$ cat src/rtl/spi_pixel_fb_writer.sv
// spi_pixel_fb_writer: converts RGB888 pixel groups to RGB565, buffers them in a
// small FIFO and writes them to a frame buffer at a linear raster address.
// Frame boundaries follow the synchronised SPI chip-select level.
module spi_pixel_fb_writer #(
    parameter int unsigned H_RES     = 320,
    parameter int unsigned V_RES     = 240,
    parameter int unsigned ADDR_W    = 17,
    parameter int unsigned BASE_ADDR = 0,
    parameter int unsigned FIFO_AW   = 4
) (
    input  logic              clk,
    input  logic              rst,
    input  logic              css,
    input  logic              group_rdy,
    input  logic [23:0]       group_dat,
    input  logic              wr_full,
    output logic              wr_en,
    output logic [ADDR_W-1:0] wr_addr,
    output logic [15:0]       wr_dat,
    output logic              frame_done,
    output logic              frame_ok,
    output logic              overflow
);

    localparam int unsigned FRAME_W = ADDR_W + 1;
    localparam int unsigned CNT_W   = FIFO_AW + 1;
    localparam int unsigned DEPTH   = 2 ** FIFO_AW;
    localparam int unsigned X_W     = $clog2(H_RES + 1);
    localparam int unsigned Y_W     = $clog2(V_RES + 1);

    localparam logic [FRAME_W-1:0] FRAME_PIX = FRAME_W'(H_RES * V_RES);
    localparam logic [FRAME_W-1:0] PIX_SAT   = FRAME_PIX + FRAME_W'(1);
    localparam logic [ADDR_W-1:0]  ADDR_BASE = ADDR_W'(BASE_ADDR);
    localparam logic [ADDR_W-1:0]  ADDR_LAST = ADDR_W'(BASE_ADDR + H_RES * V_RES - 1);
    localparam logic [CNT_W-1:0]   FULL_CNT  = CNT_W'(DEPTH);
    localparam logic [X_W-1:0]     X_LAST    = X_W'(H_RES - 1);
    localparam logic [Y_W-1:0]     Y_LAST    = Y_W'(V_RES - 1);

    typedef enum logic [1:0] {
        S_IDLE   = 2'd0,
        S_ACTIVE = 2'd1,
        S_DRAIN  = 2'd2
    } state_t;

    state_t               r_state;
    logic                 r_css_meta, r_css_s, r_css_d;
    logic                 r_rise_pend;
    logic [15:0]          r_mem [DEPTH];
    logic [FIFO_AW-1:0]   r_wptr, r_rptr;
    logic [CNT_W-1:0]     r_count;
    logic [ADDR_W-1:0]    r_addr_cnt;
    logic [X_W-1:0]       r_x;
    logic [Y_W-1:0]       r_y;
    logic [FRAME_W-1:0]   r_pix_cnt;
    logic                 r_wr_en;
    logic [ADDR_W-1:0]    r_wr_addr;
    logic [15:0]          r_wr_dat;
    logic                 r_frame_done, r_frame_ok, r_overflow;

    logic        w_css_rise, w_css_fall;
    logic        w_full, w_empty;
    logic        w_push_req, w_push, w_pop, w_drop, w_start;
    logic [15:0] w_rgb565;
    logic        w_unused_bits;

    assign w_css_rise = r_css_s & ~r_css_d;
    assign w_css_fall = ~r_css_s & r_css_d;

    assign w_full     = (r_count == FULL_CNT);
    assign w_empty    = (r_count == '0);
    assign w_pop      = ~w_empty & ~wr_full;
    assign w_push_req = (r_state == S_ACTIVE) & group_rdy;
    // A full FIFO still takes the pixel when a pop frees a slot in the same cycle.
    assign w_push     = w_push_req & (~w_full | w_pop);
    assign w_drop     = w_push_req & ~w_push;
    assign w_start    = (r_state == S_IDLE) & (w_css_rise | r_rise_pend);

    assign w_rgb565      = {group_dat[23:19], group_dat[15:10], group_dat[7:3]};
    assign w_unused_bits = &{group_dat[18:16], group_dat[9:8], group_dat[2:0]};

    assign wr_en      = r_wr_en;
    assign wr_addr    = r_wr_addr;
    assign wr_dat     = r_wr_dat;
    assign frame_done = r_frame_done;
    assign frame_ok   = r_frame_ok;
    assign overflow   = r_overflow;

    // Two-flop synchroniser for chip select plus a delayed copy for edge detection.
    always_ff @(posedge clk) begin
        // NOTE: registers always take non-blocking assignments so every flop samples pre-edge values.
        if (rst) begin
            r_css_meta <= 1'b0;
            r_css_s    <= 1'b0;
            r_css_d    <= 1'b0;
        end else begin
            r_css_meta <= css;
            r_css_s    <= r_css_meta;
            r_css_d    <= r_css_s;
        end
    end

    // FIFO storage array, written on each accepted push.
    always_ff @(posedge clk) begin
        // NOTE: the storage array is deliberately not reset; the pointers and count define validity.
        if (w_push) begin
            r_mem[r_wptr] <= w_rgb565;
        end
    end

    // FIFO pointers and occupancy count; a simultaneous push and pop leaves the count unchanged.
    always_ff @(posedge clk) begin
        if (rst) begin
            r_wptr  <= '0;
            r_rptr  <= '0;
            r_count <= '0;
        end else begin
            if (w_push) r_wptr <= r_wptr + FIFO_AW'(1);
            if (w_pop)  r_rptr <= r_rptr + FIFO_AW'(1);
            case ({w_push, w_pop})
                2'b10:   r_count <= r_count + CNT_W'(1);
                2'b01:   r_count <= r_count - CNT_W'(1);
                default: r_count <= r_count;
            endcase
        end
    end

    // Registered frame-buffer write port with a wrapping linear address counter.
    always_ff @(posedge clk) begin
        if (rst) begin
            r_wr_en    <= 1'b0;
            r_wr_addr  <= '0;
            r_wr_dat   <= '0;
            r_addr_cnt <= ADDR_BASE;
        end else begin
            r_wr_en <= w_pop;
            if (w_pop) begin
                r_wr_addr <= r_addr_cnt;
                r_wr_dat  <= r_mem[r_rptr];
            end
            // The FIFO is always empty in IDLE, so the restart never collides with a pop.
            if (w_start) begin
                r_addr_cnt <= ADDR_BASE;
            end else if (w_pop) begin
                r_addr_cnt <= (r_addr_cnt == ADDR_LAST) ? ADDR_BASE : r_addr_cnt + ADDR_W'(1);
            end
        end
    end

    // Frame FSM with raster counters, overflow tracking and frame completion status.
    always_ff @(posedge clk) begin
        if (rst) begin
            r_state      <= S_IDLE;
            r_rise_pend  <= 1'b0;
            r_x          <= '0;
            r_y          <= '0;
            r_pix_cnt    <= '0;
            r_overflow   <= 1'b0;
            r_frame_done <= 1'b0;
            r_frame_ok   <= 1'b0;
        end else begin
            r_frame_done <= 1'b0;
            r_frame_ok   <= 1'b0;

            if (w_push) begin
                if (r_pix_cnt != PIX_SAT) r_pix_cnt <= r_pix_cnt + FRAME_W'(1);
                if (r_x == X_LAST) begin
                    r_x <= '0;
                    r_y <= (r_y == Y_LAST) ? '0 : r_y + Y_W'(1);
                end else begin
                    r_x <= r_x + X_W'(1);
                end
            end
            if (w_drop) r_overflow <= 1'b1;

            case (r_state)
                S_IDLE: begin
                    if (w_start) begin
                        r_state     <= S_ACTIVE;
                        r_rise_pend <= 1'b0;
                        r_x         <= '0;
                        r_y         <= '0;
                        r_pix_cnt   <= '0;
                        r_overflow  <= 1'b0;
                    end
                end
                S_ACTIVE: begin
                    if (w_css_fall) r_state <= S_DRAIN;
                end
                S_DRAIN: begin
                    // A new frame that starts while draining is remembered for the IDLE entry cycle.
                    if (w_css_rise) r_rise_pend <= 1'b1;
                    if (w_empty) begin
                        r_state      <= S_IDLE;
                        r_frame_done <= 1'b1;
                        r_frame_ok   <= (r_pix_cnt == FRAME_PIX) && !r_overflow;
                    end
                end
                default: r_state <= S_IDLE;
            endcase
        end
    end

endmodule

$ cat config.mk
export PLATFORM = sky130hd
export DESIGN_NAME = spi_pixel_fb_writer
export DESIGN_NICKNAME = d
export VERILOG_FILES = /design/src/rtl/spi_pixel_fb_writer.sv
export SDC_FILE = /design/constraint.sdc
export NUM_CORES = 1
export LEC_CHECK = 0
export BUFFER_PORTS_ARGS = -buffer_cell sky130_fd_sc_hd__buf_4
export CORE_ASPECT_RATIO = 0.9
export CORE_MARGIN = 2
export CORE_UTILIZATION = 65
export CTS_CLUSTER_DIAMETER = 30
export DETAILED_ROUTE_END_ITERATION = 6
export PLACE_DENSITY_LB_ADDON = 0.08
export SYNTH_ARGS = -nofsm -noshare
export SYNTH_HDL_FRONTEND = slang
export SYNTH_SLANG_ARGS = --single-unit
$ cat constraint.sdc
create_clock -name clk -period 6 [get_ports clk]
set_clock_uncertainty 0.15 [all_clocks]
set_input_delay 1.2 -clock clk [delete_from_list [all_inputs] [get_ports clk]]
set_output_delay 1.2 -clock clk [all_outputs]
set_load 0.005 [all_outputs]
==> impl_metrics.json <==
{
  "status": "finished clean",
  "synth_top_cells_by_area": "sky130_fd_sc_hd__edfxtp_1 56%, sky130_fd_sc_hd__dfxtp_1 13%, sky130_fd_sc_hd__mux2i_1 5.4%, sky130_fd_sc_hd__mux4_2 4.9%, sky130_fd_sc_hd__a22oi_1 1.9%",
  "cpLargestDelayFamily": "simple AND/OR/NAND/NOR gates",
  "cts.root.buffer_cell": "sky130_fd_sc_hd__clkbuf_16",
  "tns_ps": 0,
  "setup.worst_path.class": "in -> reg",
  "critical_path.most_common_cell": "sky130_fd_sc_hd__buf_4",
  "grt_antenna_before_repair": 0,
  "synth_area_per_cell_um2": 14.9,
  "net-switching-power_mw": 1.79,
  "post_cts.repair.setup_buffers": 0,
  "fraction_of_final_layout_cells_sized_beyond_drive_strength_1_pct": 21.4,
  "synth-seq-cells": 347,
  "fp-row-count": 50,
  "clkTransAtPathRegs_ps": 50,
  "floorplan.initialDensity_pct": 66.3,
  "power_frac_clock_pct": 46.6,
  "routed_wl_um": 30800,
  "post_drt_wl_per_cell_um": 23.1,
  "fin_util_pct": 78.9,
  "synth_area_mm2": 0.0138,
  "grt_pass1_wl_um": 46700,
  "hold_buffers": 0,
  "grt_setup_unrepaired": "false",
  "dieHeight_um": 142,
  "tritoncts_clock_tree": "built",
  "grt_use_total_pct": 28.2,
  "nets": 1047,
  "yosysWarnings": 0,
  "min_period_ps": 3120,
  "cts-root-to-sink-buffers": 3,
  "finalCritPeriodShare_pct": 52.0,
  "post_cts_resized": 0,
  "netlist_top_cells_count": "256 x sky130_fd_sc_hd__edfxtp_1, 91 x sky130_fd_sc_hd__dfxtp_1, 75 x sky130_fd_sc_hd__mux2i_1",
  "drt_drc_violations_left": 0,
  "io_buffers": 57,
  "worst_hold_path_type": "reg -> reg",
  "fmax_mhz": 321,
  "antenna_diode_instance_count": 0,
  "synthesis.instances": 924,
  "power.leakage_nw": 5.43,
  "critical_path.max_stage_delay_ps": 800,
  "tritoncts_num_sinks": 347,
  "synth.yosys.seq_area_share_pct": 68.8,
  "synth_top_cell_area_share_pct": 55.7,
  "clock_latency_ps": 550,
  "async_reset_ff_share_pct": 0,
  "hold_viol": 0,
  "area.growth.synth_to_final_pct": 19.1,
  "fraction_of_power_consumed_by_sequential_logic_pct": 40.0,
  "power.share.combinational_pct": 13.4,
  "p_int_mw": 5.05,
  "cp.arrival_ps": 3200,
  "design.portCount": 66,
  "critical_path.cell_chain": "buf_4, nand3b_1, a31oi_1, buf_4, nand2_1, nor2_1, buf_4",
  "drtAntennaViolNets": 0,
  "drv_cap": 0,
  "cp.buffers_inverters": 3,
  "gp_congestion": 0.776,
  "critPathMaxFanout": 11,
  "timing.critical_path.to_type": "flop",
  "dr.first_iter.drc_count": 720,
  "synth_edf_count": 256,
  "core_region_area_mm2": 0.0208,
  "hpwlAfterDp_um": 16700,
  "post-synth-top-count-cell": "sky130_fd_sc_hd__edfxtp_1",
  "timing.final.max_slew_violations": 0,
  "via_density_per_instance": 6.16,
  "clock_buffer_count_from_cts": 53,
  "max_slew_margin_pct": 25.9,
  "grt-ovfl-total": 0,
  "power.switching_fraction_pct": 26.2,
  "grt_max_degree": 63,
  "via_count": 8224,
  "powerDensity_mw_per_mm2": 416,
  "timing.critical_path.slowest_stage_cell": "sky130_fd_sc_hd__nor2_1",
  "via_count_of_the_first_global_routing_pass": 8396,
  "setup.worst_path.start_class": "input port",
  "post_dp_cell_area_mm2": 0.0146,
  "mappedNetlistNets": 966,
  "setup_viol": 0,
  "timing_worst_slew_pin_value_ps": 1110,
  "netlist-cell-type-count": 58,
  "cts-htree-levels": 2,
  "dieArea_mm2": 0.0224,
  "drt_first_pass_iters": 5,
  "layout.cell_area.non_filler_mm2": 0.0164,
  "worst-endpoint-required_ps": 6090,
  "irDropWorstVdd_uv": 322,
  "ys.flop_type": "sky130_fd_sc_hd__edfxtp_1",
  "synth_area_leader_cell": "sky130_fd_sc_hd__edfxtp_1",
  "fp.dieW_um": 158
}
[metrics by stage]
step	setup slack (ps)	std cells	total power, mW	hold slack [ps]
after global placement	2550	1236	3.64	282
final	2880	1335	6.85	300
after floorplan	2480	924	3.39	264
after CTS	2880	1335	6.87	302
after global routing	2830	1335	7.07	313
after detailed placement	2350	1236	3.68	286
[kinds of logic (layout without fill, tap and decap cells)]
logic type | count (synthesis) | count (layout) | share of synthesized area, %
DFF | 347 | 347 | 68.8
and+or+nand+nor | 244 | 244 | 9.04
adders and majority gates | 13 | 13 | 1.23
muxes | 106 | 106 | 10.5
AOI/OAI and AO/OA | 115 | 115 | 6.25
xor gates and xnor gates | 33 | 33 | 2.09
buffers and inverters | 66 | 191 | 2.05
[flip-flops by register name, indices dropped and copies added, names as in the netlist, 4 cells and up]
| name | count |
|---|---|
| r_addr_cnt | 17 |
| r_count | 5 |
| r_mem | 256 |
| r_pix_cnt | 18 |
| r_rptr | 4 |
| r_wptr | 4 |
| wr_addr | 17 |
| wr_dat | 16 |
[routing by layer]
metal	vias up	global-route usage [%]	share of wire, %
li1	3723	-	-
met1	4106	35.7	39
met2	324	49.2	53
met3	71	4.54	6.0
met4	0	10.7	2.7
met5	-	0	0
[cell type report]
cell class,instances,area (um2)
clock buffer,59,1360
tap,286,358
fill,1164,4390
multi-input combinational,511,4050
timing repair buffer,79,593
sequential,347,9510
clock inverter,40,520
inverter,13,48.8
[layout by cell type (no fill, tap or decap), types with 13 or more instances in the layout]
master and instances:
sky130_fd_sc_hd__inv_1 13, sky130_fd_sc_hd__dfxtp_1 89, sky130_fd_sc_hd__clkbuf_16 53, sky130_fd_sc_hd__nand3b_1 17, sky130_fd_sc_hd__nor2_1 64, sky130_fd_sc_hd__a22oi_1 35
sky130_fd_sc_hd__buf_4 79, sky130_fd_sc_hd__xnor2_1 18, sky130_fd_sc_hd__mux4_2 30, sky130_fd_sc_hd__nand2_1 64, sky130_fd_sc_hd__nand3_1 32, sky130_fd_sc_hd__edfxtp_1 256
sky130_fd_sc_hd__xor2_1 15, sky130_fd_sc_hd__mux2i_1 75, sky130_fd_sc_hd__o211ai_1 30, sky130_fd_sc_hd__a21oi_1 27
[power by group through the flow]
stage                     logic [mW]  registers [mW]  clock network (mW)
final                          0.915            2.74                3.19
after CTS                      0.915            2.74                3.22
after global routing           0.993            2.75                3.33
after detailed placement       0.899            2.78                   0
after global placement         0.863            2.78                   0
after floorplan                0.626            2.76                   0
[path summary, 6_finish.rpt]
check | startpoint | end | slack [ps] | cells past startpoint
worst min-delay path | r_css_meta | r_css_s | 300 | 1
worst max-delay path | group_rdy | r_mem[9][5] | 2880 | 7
worst max register to register | r_count[0] | r_count[4] | 3130 | 10
worst min register to register | r_css_meta | r_css_s | 300 | 1
Note: power is estimated with default switching activity, not from simulation.
